[src/rtl/muldiv_unit.sv]
// Iterative RV64M multiply/divide: one result bit per cycle, shift-add multiply, restoring divide.
// Latency: accept to done = N+3 cycles (N = 64, or 32 for W ops); division special cases take 3.
// Backpressure: none; start is ignored while busy, kill aborts to IDLE, done is a single-cycle pulse.
module muldiv_unit #(
    parameter int XLEN = 64
) (
    input  logic            clk,
    input  logic            resetn,
    input  logic            start,
    input  logic            kill,
    input  logic [2:0]      op,
    input  logic            is_word,
    input  logic [XLEN-1:0] rs1_data,
    input  logic [XLEN-1:0] rs2_data,
    input  logic [4:0]      rd_addr_in,
    output logic            busy,
    output logic            done,
    output logic [XLEN-1:0] result,
    output logic [4:0]      rd_addr_out
);

    localparam int HALF = XLEN / 2;

    // funct3 encodings
    localparam logic [2:0] OP_MUL    = 3'b000;
    localparam logic [2:0] OP_MULH   = 3'b001;
    localparam logic [2:0] OP_MULHSU = 3'b010;
    localparam logic [2:0] OP_DIV    = 3'b100;
    localparam logic [2:0] OP_REM    = 3'b110;

    typedef enum logic [2:0] {
        S_IDLE,
        S_PREP,
        S_CALC,
        S_FIX,
        S_DONE
    } state_t;

    state_t              state;
    logic [2:0]          op_q;
    logic                word_q;
    logic [XLEN-1:0]     a_raw;
    logic [XLEN-1:0]     b_raw;
    logic [4:0]          rd_q;
    logic [XLEN-1:0]     b_reg;     // multiplicand or divisor magnitude
    logic [2*XLEN-1:0]   prod;      // multiply: {acc, multiplier}; divide: {remainder, dividend/quotient}
    logic                neg;       // negate the selected result in FIX
    logic [6:0]          cnt;

    logic                accept;
    logic                signed_a, signed_b;
    logic [XLEN-1:0]     ext_a, ext_b, abs_a, abs_b, min_v;
    logic                sign_a, sign_b, neg_prep;
    logic                div_zero, div_ovf;
    logic [XLEN:0]       mul_sum;
    logic [XLEN:0]       div_trial;
    logic                div_ge;
    logic [XLEN-1:0]     div_diff;
    logic [2*XLEN-1:0]   prod_step;
    logic [2*XLEN-1:0]   mul_raw, mul_s;
    logic [XLEN-1:0]     quo_s, rem_s, res_sel, res_fin;

    // W ops only exist for MUL and the divides; other ops with is_word run full width
    logic word_eff;
    assign word_eff = is_word & ((op == OP_MUL) | op[2]);

    assign accept = start & ~kill & ((state == S_IDLE) | (state == S_DONE));

    // Operand conditioning, sign bookkeeping and special-case detection for PREP
    always_comb begin
        signed_a = (op_q == OP_MUL) | (op_q == OP_MULH) | (op_q == OP_MULHSU) |
                   (op_q == OP_DIV) | (op_q == OP_REM);
        signed_b = (op_q == OP_MUL) | (op_q == OP_MULH) | (op_q == OP_DIV) | (op_q == OP_REM);
        ext_a    = a_raw;
        ext_b    = b_raw;
        if (word_q) begin
            ext_a = {{HALF{signed_a & a_raw[HALF-1]}}, a_raw[HALF-1:0]};
            ext_b = {{HALF{signed_b & b_raw[HALF-1]}}, b_raw[HALF-1:0]};
        end
        sign_a = signed_a & ext_a[XLEN-1];
        sign_b = signed_b & ext_b[XLEN-1];
        abs_a  = sign_a ? (~ext_a + 1'b1) : ext_a;
        abs_b  = sign_b ? (~ext_b + 1'b1) : ext_b;
        case (op_q)
            OP_MUL, OP_MULH, OP_DIV: neg_prep = sign_a ^ sign_b;
            OP_MULHSU, OP_REM:       neg_prep = sign_a;
            default:                 neg_prep = 1'b0;
        endcase
        min_v    = word_q ? {{(HALF+1){1'b1}}, {(HALF-1){1'b0}}} : {1'b1, {(XLEN-1){1'b0}}};
        div_zero = op_q[2] & (ext_b == '0);
        div_ovf  = op_q[2] & ~op_q[0] & (ext_a == min_v) & (ext_b == '1);
    end

    // One iteration of shift-add multiply or restoring divide
    always_comb begin
        mul_sum   = {1'b0, prod[2*XLEN-1:XLEN]} + (prod[0] ? {1'b0, b_reg} : {(XLEN+1){1'b0}});
        div_trial = {prod[2*XLEN-1:XLEN], prod[XLEN-1]};
        div_ge    = div_trial >= {1'b0, b_reg};
        div_diff  = div_trial[XLEN-1:0] - b_reg;
        if (op_q[2])
            prod_step = {(div_ge ? div_diff : div_trial[XLEN-1:0]), prod[XLEN-2:0], div_ge};
        else
            prod_step = {mul_sum, prod[XLEN-1:1]};
    end

    // Sign fix-up, output select and W sign extension for FIX
    always_comb begin
        mul_raw = word_q ? {{HALF{1'b0}}, prod[2*XLEN-1:HALF]} : prod;
        mul_s   = neg ? (~mul_raw + 1'b1) : mul_raw;
        quo_s   = neg ? (~prod[XLEN-1:0] + 1'b1) : prod[XLEN-1:0];
        rem_s   = neg ? (~prod[2*XLEN-1:XLEN] + 1'b1) : prod[2*XLEN-1:XLEN];
        case (op_q)
            OP_MUL:          res_sel = mul_s[XLEN-1:0];
            3'b100, 3'b101:  res_sel = quo_s;
            3'b110, 3'b111:  res_sel = rem_s;
            default:         res_sel = mul_s[2*XLEN-1:XLEN];
        endcase
        res_fin = word_q ? {{HALF{res_sel[HALF-1]}}, res_sel[HALF-1:0]} : res_sel;
    end

    // Control FSM with registered busy/done/result
    always_ff @(posedge clk or negedge resetn) begin
        if (!resetn) begin
            state       <= S_IDLE;
            busy        <= 1'b0;
            done        <= 1'b0;
            result      <= '0;
            rd_addr_out <= '0;
            op_q        <= '0;
            word_q      <= 1'b0;
            a_raw       <= '0;
            b_raw       <= '0;
            rd_q        <= '0;
            b_reg       <= '0;
            prod        <= '0;
            neg         <= 1'b0;
            cnt         <= '0;
        end else if (kill) begin
            state <= S_IDLE;
            busy  <= 1'b0;
            done  <= 1'b0;
        end else begin
            case (state)
                S_IDLE, S_DONE: begin
                    done <= 1'b0;
                    if (accept) begin
                        state  <= S_PREP;
                        busy   <= 1'b1;
                        op_q   <= op;
                        word_q <= word_eff;
                        a_raw  <= rs1_data;
                        b_raw  <= rs2_data;
                        rd_q   <= rd_addr_in;
                    end else begin
                        state <= S_IDLE;
                    end
                end
                S_PREP: begin
                    if (div_zero) begin
                        prod  <= {ext_a, {XLEN{1'b1}}};
                        neg   <= 1'b0;
                        state <= S_FIX;
                    end else if (div_ovf) begin
                        prod  <= {{XLEN{1'b0}}, ext_a};
                        neg   <= 1'b0;
                        state <= S_FIX;
                    end else begin
                        b_reg <= abs_b;
                        neg   <= neg_prep;
                        // W divides start with the dividend in the top half so the
                        // first 32 shifts consume its bits
                        if (op_q[2] && word_q)
                            prod <= {{XLEN{1'b0}}, abs_a[HALF-1:0], {HALF{1'b0}}};
                        else
                            prod <= {{XLEN{1'b0}}, abs_a};
                        cnt   <= word_q ? 7'd32 : 7'd64;
                        state <= S_CALC;
                    end
                end
                S_CALC: begin
                    prod <= prod_step;
                    cnt  <= cnt - 7'd1;
                    if (cnt == 7'd1)
                        state <= S_FIX;
                end
                S_FIX: begin
                    result      <= res_fin;
                    rd_addr_out <= rd_q;
                    busy        <= 1'b0;
                    done        <= 1'b1;
                    state       <= S_DONE;
                end
                default: begin
                    state <= S_IDLE;
                    busy  <= 1'b0;
                    done  <= 1'b0;
                end
            endcase
        end
    end

endmodule

[config.mk]
export PLATFORM = sky130hd
export DESIGN_NAME = muldiv_unit
export DESIGN_NICKNAME = d
export VERILOG_FILES = /design/src/rtl/muldiv_unit.sv
export SDC_FILE = /design/constraint.sdc
export NUM_CORES = 2
export LEC_CHECK = 0
export CORE_MARGIN = 10
export CORE_UTILIZATION = 45
export DETAILED_ROUTE_END_ITERATION = 16
export PLACE_DENSITY = 0.65
export SLEW_MARGIN = 20
export SYNTH_ARGS = -nofsm -noshare
export SYNTH_HDL_FRONTEND = slang
export SYNTH_SLANG_ARGS = --single-unit
export TNS_END_PERCENT = 1
[constraint.sdc]
create_clock -name clk -period 4.8 [get_ports clk]
set_input_delay 1.44 -clock clk [delete_from_list [all_inputs] [get_ports clk]]
set_output_delay 1.44 -clock clk [all_outputs]
set_load 0.01 [all_outputs]
==> results by group <==
Run status
  – Status: complete, no violations

Cells and area
  – Nets: roughly 5,800
  – Register with the highest flop count: prod
  – Share of post-route cells with drive strength above 1: 0.121
  – Filler Cell Count: 8,787
  – Area taken by flip-flops and latches: 10,300 um^2
  – Count of non-filler cells in the finished layout: 6,752
  – Max reg flops: 128
  – Area of combinational cells with multiple inputs: 28,400 um^2
  – Most common library cell in the layout ignoring fill and taps: nand2_1
  – Area grow syn2layout: 14.9%
  – Most frequent cells in the layout: nand2_1, nor2_1, o21ai_0

Setup path
  – Startpoint of the worst-slack reg-to-reg timing path: word_q
  – Cells along the critical path: buf_4 > mux2i_1 > o2111ai_1 > nor4_4 > nand4_1 > buf_4 > nand2b_1 > buf_4 > o21ai_0 > xor2_1 > o21ai_0 > o21ai_0
  – Critical Path Fanout Max: 37
  – Critical path start-end classification: reg -> reg
  – CP max-delay cell: dfrtp_4
  – Highest cell delay on the worst timing path: 0.76 ns
  – First element of the critical path: word_q
  – Register-to-Register Setup Slack: about 0.17 ns
  – Startpoint type of the worst setup path: register
  – Data arrival time of the critical path: between 5 and 6 ns
  – Termination of the worst setup path: result[4]
  – Worst reg2reg endpoint: result[4]
  – Critical path data required time: 5.34 ns
  – Depth of the worst register-to-register path: 12
  – Setup crit end kind: register

STA
  – Final worst setup slack: ~0.17 ns
  – Final TNS setup: 0 ns
  – Final cycle utilization of the critical path: 0.965
  – Final setup viols: 0
  – Clock skew after layout: 0.0422 ns
  – Post-route minimum period: 4.63 ns
  – Worst Max-Slew Pin Slew: 1.35 ns
  – Peak Freq: 216 MHz
  – Normalized max-slew margin: 0.0988
  – Hold slack: 0.465 ns
  – Unrepaired setup endpoints after global routing: false
  – Number of hold-slack violations in the final timing report: 0
  – Final Max Tran Viols: 0

Synth
  – Post-synthesis instance area: between 40,000 and 50,000 um^2
  – Mapped Avg Cell Area: ~7.5 um^2
  – Synthesized flop and latch total: slightly above 400
  – Post-Syn Nets: 5,724
  – Synth Warn #: 0
  – Number of cells produced by synthesis: 5,445
  – Main flop type after synthesis: dfrtp_1
  – Number of enable-type register cells in the synthesized netlist: 0
  – Distinct cell type count after synthesis: slightly below 100
  – Post-synthesis async set-or-reset flop share: 1.00
  – Register area share after synthesis: 0.251

Place
  – Gpl congestion: about 1.1
  – Dpl hpwl: 168,000 um
  – Number of placed instances with taps included: 6,656
  – Count of buffers from port buffering: around 210
  – Minimum setup slack after placement: slightly below 0.09 ns

Die
  – Initial core utilization: 0.455
  – DIE HEIGHT: between 300 and 400 um
  – Total number of placement rows: 110
  – Std-Cell Core Area: 90,100 um^2
  – Overall die area: between 100,000 and 150,000 um^2
  – Die W: 322 um
  – # IOs: 212

Clock tree
  – Buffer cell driving the clock tree root: clkbuf_16
  – Total of hold buffers inserted after clock tree synthesis: 0
  – Max Root-Sink Buffers: 3
  – CTS buffer count: between 50 and 60
  – Gates resized, CTS repair: 0
  – Max H-tree Level: 2
  – TritonCTS clock tree: built
  – Buffer count from post-CTS setup fixing: 0
  – Clock insertion delay at the later pin of the skew report: ~0.70 ns
  – Sinks on the clock net: 411
  – Worst-path clk slew: about 0.06 ns

Power and ir drop
  – Total Power Consumption: approximately 0.036 W
  – Leakage power: 19.4 nW
  – Power per Cell Area: 754 nW/um^2
  – IR drop worst, VDD: 0.000330 V

Global routing
  – Wire length of the first global-routing pass: roughly 300,000 um
  – Vias in the first global route: 43,067
  – Total overflow reported by the global router: 0
  – Maximum number of pins on one net before global-route repair: ~170
  – Antenna violations before repair: 14
  – Combined global-route utilization of all metal layers: 0.398

Run
  – MaxCap Viol Count: 0

Worst hold path
  – Hold crit path type: reg -> reg
  – Min-Delay Path Depth: 2

Routing
  – Routed len/inst: around 32 um
  – Via count: 46,371
  – 1st-iter DRT viols: 6,971
  – Drt first pass iters: 8
  – Number of vias per cell: 6.87
  – DRC Markers: 0
  – Post-route antenna net violation count: 0
  – Final Routed Wirelength: 214,000 um
cell usage after synthesis, types with 28 or more instances:
master | count | share of area
nand3_1 | 88 | 0.011
and3_1 | 29 | 0.0044
mux2_2 | 194 | 0.053
buf_2 | 39 | 0.0048
nor2_1 | 513 | 0.047
a31oi_1 | 92 | 0.014
nand2_1 | 542 | 0.050
o31ai_1 | 79 | 0.014
o211ai_1 | 53 | 0.0097
o21ai_1 | 30 | 0.0037
or2_2 | 29 | 0.0044
nand2b_1 | 37 | 0.0056
ha_1 | 136 | 0.041
o22ai_1 | 48 | 0.0073
a21oi_1 | 452 | 0.055
a211oi_1 | 54 | 0.0099
xnor2_1 | 215 | 0.046
xor2_1 | 188 | 0.040
buf_1 | 37 | 0.0034
inv_1 | 134 | 0.012
dfrtp_1 | 411 | 0.25
a21o_1 | 122 | 0.022
clkbuf_1 | 394 | 0.036
or3_1 | 53 | 0.0081
o21ai_0 | 493 | 0.060
or4_1 | 40 | 0.0073
nor2b_1 | 30 | 0.0046
mux2i_1 | 100 | 0.024
nor4_1 | 82 | 0.013
nand4_1 | 83 | 0.013
a221oi_1 | 28 | 0.0060
nor3_1 | 160 | 0.020
worst min path at each step:
stage	from	end	slack, ns
2_1_floorplan	rd_q[0]	rd_addr_out[0]	0.43
3_3_place_gp	rd_q[0]	rd_addr_out[0]	0.44
3_5_place_dp	rd_q[2]	rd_addr_out[2]	0.45
4_1_cts	rd_q[2]	rd_addr_out[2]	0.47
5_1_grt	rd_q[0]	rd_addr_out[0]	0.48
6_report	rd_q[2]	rd_addr_out[2]	0.46
area by class of cell:
cell class | count | share of cell area
multi-input combinational | 4419 | 0.604
inverter | 139 | 0.0111
clock buffer | 69 | 0.0302
timing repair buffer | 511 | 0.0975
sequential | 411 | 0.219
clock inverter | 20 | 0.00707
tap | 1176 | 0.0312
antenna | 7 | 0.000372
power breakdown:
group	internal [W]	switching (W)	total [W]
Sequential	0.00467	0.00213	0.00680
Clock	0.00241	0.00175	0.00416
Combinational	0.00839	0.0162	0.0246
cells by family after synthesis:
| group | synth area share |
|---|---|
| muxes | 0.0777 |
| adders and majority gates | 0.0425 |
| buffers and inverters | 0.0582 |
| xor gates and xnor gates | 0.0861 |
| AOI/OAI and AO/OA | 0.271 |
| DFF | 0.251 |
| and+or+nand+nor | 0.214 |
critical path, delay by kind of cell (launching register included):
| kind | cells | cell delay (ns) |
|---|---|---|
| buffers and inverters | 3 | 0.86 |
| muxes | 1 | 0.32 |
| xor gates and xnor gates | 1 | 0.11 |
| AOI/OAI and AO/OA | 4 | 1.33 |
| DFF | 1 | 0.76 |
| and+or+nand+nor | 3 | 1.06 |
metrics by stage:
stage,instance area [um^2],util
detailed placement,45300,0.503
CTS,47100,0.522
global placement,45300,0.503
floorplan,41000,-
finish,47100,0.522
global route,47100,0.522
per-layer routing:
layer,GRT usage,up-vias,share of wire,routed length [um]
met2,0.552,3293,0.40,84900
met3,0.143,726,0.14,29000
li1,-,20085,-,-
met5,0,-,0.00044,94
met4,0.249,14,0.074,15800
met1,0.516,22253,0.39,84500
No activity file was read; power rests on OpenSTA's default activity.
